`src/rtl/bsg_link_ddr_pkg.sv`:
```
// Shared definitions for the DDR link receive path: defaults, beat classification
// and the beat/channel-to-word bit mapping.
package bsg_link_ddr_pkg;

  localparam int unsigned WIDTH_DEFAULT         = 64;
  localparam int unsigned CHANNEL_WIDTH_DEFAULT = 8;
  localparam int unsigned NUM_CHANNELS_DEFAULT  = 2;
  localparam int unsigned LG_FIFO_DEPTH_DEFAULT = 2;
  localparam int unsigned LG_DECIMATION_DEFAULT = 1;

  typedef enum logic [1:0] {
    BEAT_IDLE,
    BEAT_ACCEPT,
    BEAT_LANE_ERR
  } beat_kind_e;

  function automatic int unsigned beats_per_word(input int unsigned width,
                                                 input int unsigned num_channels,
                                                 input int unsigned channel_width);
    return width / (num_channels * channel_width);
  endfunction

  function automatic int unsigned pack_index(input int unsigned beat,
                                             input int unsigned chan,
                                             input int unsigned bit_pos,
                                             input int unsigned num_channels,
                                             input int unsigned channel_width);
    return beat * num_channels * channel_width + chan * channel_width + bit_pos;
  endfunction

endpackage

```
`src/rtl/bsg_link_ddr_rx_fifo.sv`:
```
// Receive word FIFO with wrap-bit pointers; enq and deq may fire in the same cycle.
// The caller only enqueues when not full (or popping) and only dequeues when not empty.
module bsg_link_ddr_rx_fifo
  import bsg_link_ddr_pkg::*;
#(
  parameter int unsigned width_p    = WIDTH_DEFAULT,
  parameter int unsigned lg_depth_p = LG_FIFO_DEPTH_DEFAULT
) (
  input  logic               clk,
  input  logic               rst_n,
  input  logic               enq,
  input  logic               deq,
  input  logic [width_p-1:0] wdata,
  output logic [width_p-1:0] rdata,
  output logic               full,
  output logic               empty
);
  localparam int unsigned PTR_W = lg_depth_p + 1;
  localparam int unsigned DEPTH = 1 << lg_depth_p;

  logic [PTR_W-1:0]   wptr, rptr;
  logic [width_p-1:0] mem [DEPTH];

  always_ff @(posedge clk or negedge rst_n) begin
    if (!rst_n) begin
      wptr <= '0;
      rptr <= '0;
    end else begin
      if (enq) wptr <= wptr + PTR_W'(1);
      if (deq) rptr <= rptr + PTR_W'(1);
    end
  end

  always_ff @(posedge clk) begin
    if (enq) mem[wptr[lg_depth_p-1:0]] <= wdata;
  end

  assign rdata = mem[rptr[lg_depth_p-1:0]];
  assign empty = (wptr == rptr);
  assign full  = (wptr[PTR_W-1] != rptr[PTR_W-1]) &&
                 (wptr[lg_depth_p-1:0] == rptr[lg_depth_p-1:0]);
endmodule

```
`config.mk`:
```
export PLATFORM = sky130hd
export DESIGN_NAME = bsg_link_ddr_rx_fifo
export DESIGN_NICKNAME = d
export VERILOG_FILES = /design/src/rtl/bsg_link_ddr_pkg.sv /design/src/rtl/bsg_link_ddr_rx_fifo.sv
export SDC_FILE = /design/constraint.sdc
export NUM_CORES = 1
export LEC_CHECK = 0
export ABC_CLOCK_PERIOD_IN_PS = 6250
export CORE_AREA = 5 5 161 163
export CTS_CLUSTER_DIAMETER = 50
export DETAILED_ROUTE_END_ITERATION = 8
export DIE_AREA = 0 0 166 168
export GPL_ROUTABILITY_DRIVEN = 0
export HOLD_SLACK_MARGIN = 0.15
export RECOVER_POWER = 25
export REMOVE_ABC_BUFFERS = 1
export SYNTH_ARGS = -nofsm -noshare
export SYNTH_HDL_FRONTEND = slang
export SYNTH_SLANG_ARGS = --single-unit
```
`constraint.sdc`:
```
create_clock -name clk -period 6.25 [get_ports clk]
set_input_delay 1.25 -clock clk [delete_from_list [all_inputs] [get_ports clk]]
set_output_delay 1.25 -clock clk [all_outputs]
set_load 0.02 [all_outputs]
```
==> summary.txt <==
Yosys
  • Syn_area_per_cell: around 26 µm²
  • Post-synth top cells: edfxtp_1, mux4_2, buf_2, dfrtp_1
  • Multiplexer area fraction after synthesis: 15.2%
  • Mapped Area: 9570 µm²
  • Yosys top cell area share: 80.3%
  • Main synth FF type: edfxtp_1
  • Cell variety after synth: 17
  • Mapped Cells: ~360
  • Async S/R FF share, synth: 2.29%
  • Seq cells post-synth: 262
  • Compound-Gate Fraction of Synth Area: 0.0523%
  • Largest family of logic cells by synthesized area: multiplexers
  • Simple-Gate Fraction of Synth Area: 0.471%
  • Post-Synth Adder-Cell Area: 0.654%
  • Ranking of synthesized cells by area: edfxtp_1, mux4_2, dfrtp_1
  • XOR/XNOR Fraction of Synth Area: 0.640%
  • Leading area contributor after synthesis: edfxtp_1
  • Yosys warns: 0
  • Most frequent cell after synthesis: edfxtp_1
  • Post-synth EDFFs: 256
  • Seq/Total Area, Yosys: 81.9%

Final layout
  • FILL cells: 1,903
  • Core Util, Final: between 50% and 60%
  • Final Net Count: 589
  • Syn-to-layout area delta: 27.9%
  • Ratio of cells with drive above 1 in the final layout: 22.7%

Drt
  • WL met2: 8670 µm
  • Final WL: 17,200 µm
  • DRC marker count from the first detailed-route iteration: ~270
  • Met3 routed WL: 1110 µm
  • DR top layer: met5
  • Wire length on met1: 7080 µm
  • Via-to-Cell Ratio: 4.93
  • First-pass DRT Iterations: 4
  • WL/cell: roughly 20 µm
  • DRT antenna net count: 0
  • # DRC: 0
  • Total number of vias: 4,251

Floorplan
  • Core Rows: 57
  • Die Area: 27,900 µm²
  • Initial Utilization: 39.6%
  • Core Footprint: approximately 24,000 µm²
  • Die W: 166 µm
  • Die height: 168 µm
  • Io pins: 134

Status
  • Status: complete, no violations

Power and ir drop
  • Final Power: 6.13 mW
  • Worst vdd ir: 0.000310 V
  • Clock Power Share: 28.2%
  • LEAKAGE: 3.95 nW
  • Power Density: between 500 and 600 nW/µm²
  • Sw Ratio: 29.3%
  • P_int: 4.34 mW
  • Sequential Power Share: 41.7%
  • Combinational Power Share: a little under a third
  • Sw Pwr: 1.80 mW

Timing
  • Setup Skew: 0.0111 ns
  • Post-route setup TNS: 0 ns
  • Slew headroom: 32.1%
  • Fmax: roughly 230 MHz
  • Worst slew pin tran: 1.02 ns
  • RSZ-0062 raised after global routing: no
  • Final Max Tran Viols: 0
  • Endpoints failing setup: 0
  • Final hold viol count: 0
  • Post-layout min period: 4.36 ns
  • Period utilisation layout: 69.8%

CTS
  • CTS sink cnt: 262
  • Clk slew on worst S/H paths: 0.06 ns
  • Post-CTS Resized: 0
  • H-tree depth: 1
  • Clock root buffer: clkbuf_16
  • CTS Hold Bufs: 0
  • CTS max path bufs: 3
  • CTS tree: built
  • Clk_lat worst skew: 0.52 ns
  • Setup bufs post-CTS: 0
  • TritonCTS Buffers: 29

Worst setup path
  • Critical Path End Type: primary output
  • Critical path launch point type: flop
  • Crit path kind: flop to primary output
  • Reg-to-Reg Start: wptr[0]
  • Worst EP required: 5.00 ns
  • Crit Path Max Fanout: 43
  • Worst setup path start: rptr[0]
  • Worst Path Arrival: between 3 and 4 ns

Global route
  • Vias in the first global route: 4,853
  • Pin count of the biggest net entering global routing: 68
  • GRT Total Usage: 12.5%
  • Initial antenna violation count: 3
  • GR Overflow Total: 0
  • First-pass GRT wire length: 27,800 µm

Job
  • Max cap viols: 0

Worst hold path
  • Min-Delay Startpoint: wptr[2]
  • Hold WC Path Type: flop to flop

Place
  • Input/output buffers: around 130
registers in the layout, summed over array words and instances, names as in the netlist:
register	count
wptr	3
rptr	3
mem	256
cell usage in the layout (no fill, tap or decap):
master / n
edfxtp_1: 256
clkdlybuf4s50_1: 96
mux4_2: 64
dlygate4sd3_1: 37
clkbuf_16: 29
clkinv_2: 6
xor2_1: 5
ha_1: 5
bufinv_16: 5
clkinvlp_4: 5
and2_4: 4
dfrtp_1: 4
clkinv_1: 3
inv_1: 2
xnor2_1: 2
nand2_1: 2
clkinv_4: 2
buf_4: 2
dfrtp_4: 2
diode_2: 1
nor3_1: 1
nor3b_1: 1
o21ai_0: 1
mux2_2: 1
clkbuf_1: 1
clkinv_8: 1
inv_6: 1
worst max-delay path, stage by stage (launching register included):
cell	delay [ns]
dfrtp_4	1.00
buf_4	0.44
mux4_2	0.57
clkdlybuf4s50_1	0.56
power groups by stage:
stage	Sequential, mW	Combinational, mW	Clock [mW]
floorplan	2.55	1.09	0
global placement	2.59	1.88	0
detailed placement	2.61	1.89	0
CTS	2.58	1.90	1.78
global route	2.61	1.97	1.87
finish	2.56	1.85	1.73
layout make-up:
| cell class | count | area, µm² | share of cell area [%] |
|---|---|---|---|
| tap | 324 | 405 | 3.31 |
| timing repair buffer | 135 | 1350 | 11.0 |
| clock buffer | 30 | 729 | 5.96 |
| multi-input combinational | 86 | 1640 | 13.4 |
| sequential | 262 | 7850 | 64.1 |
| clock inverter | 23 | 272 | 2.22 |
| inverter | 2 | 7.51 | 0.0613 |
| antenna | 1 | 2.50 | 0.0204 |
kinds of logic (layout without fill, tap and decap cells):
| logic type | after synthesis | in the layout |
|---|---|---|
| flip-flops | 262 | 262 |
| multiplexers | 65 | 65 |
| buffers and inverters | 16 | 190 |
| AND/OR/NAND/NOR | 8 | 8 |
| XOR/XNOR | 7 | 7 |
| adder cells (fa/ha/maj) | 5 | 5 |
| AO/OA/AOI/OAI | 1 | 1 |
| other | 0 | 1 |
path summary, 6_finish.rpt:
path / endpoint / slack (ns) / cells past startpoint
setup / recovery: rdata[19] / 1.89 / 3
hold / removal: wptr[2] / 0.51 / 1
setup reg to reg: mem[0][1] / 4.31 / 3
hold reg to reg: wptr[2] / 0.51 / 1
max in group asynchronous: rptr[0] / 4.93 / 1
min in group asynchronous: wptr[0] / 1.05 / 1
per-stage QoR:
stage	setup WS (ns)	std cells	area, µm²	hold WS, ns
after floorplan	1.56	350	9470	0.462
final	1.89	863	12200	0.509
after global routing	1.59	863	12200	0.523
after CTS	1.72	862	12200	0.506
after global placement	2.33	809	11200	0.475
after detailed placement	2.30	809	11200	0.486
routing by layer:
metal,vias to the layer above,GRT usage (%)
li1,1872,-
met1,2223,16.0
met2,115,21.2
met3,37,3.70
met4,4,3.16
met5,-,0
No activity file was read; power rests on OpenSTA's default activity.
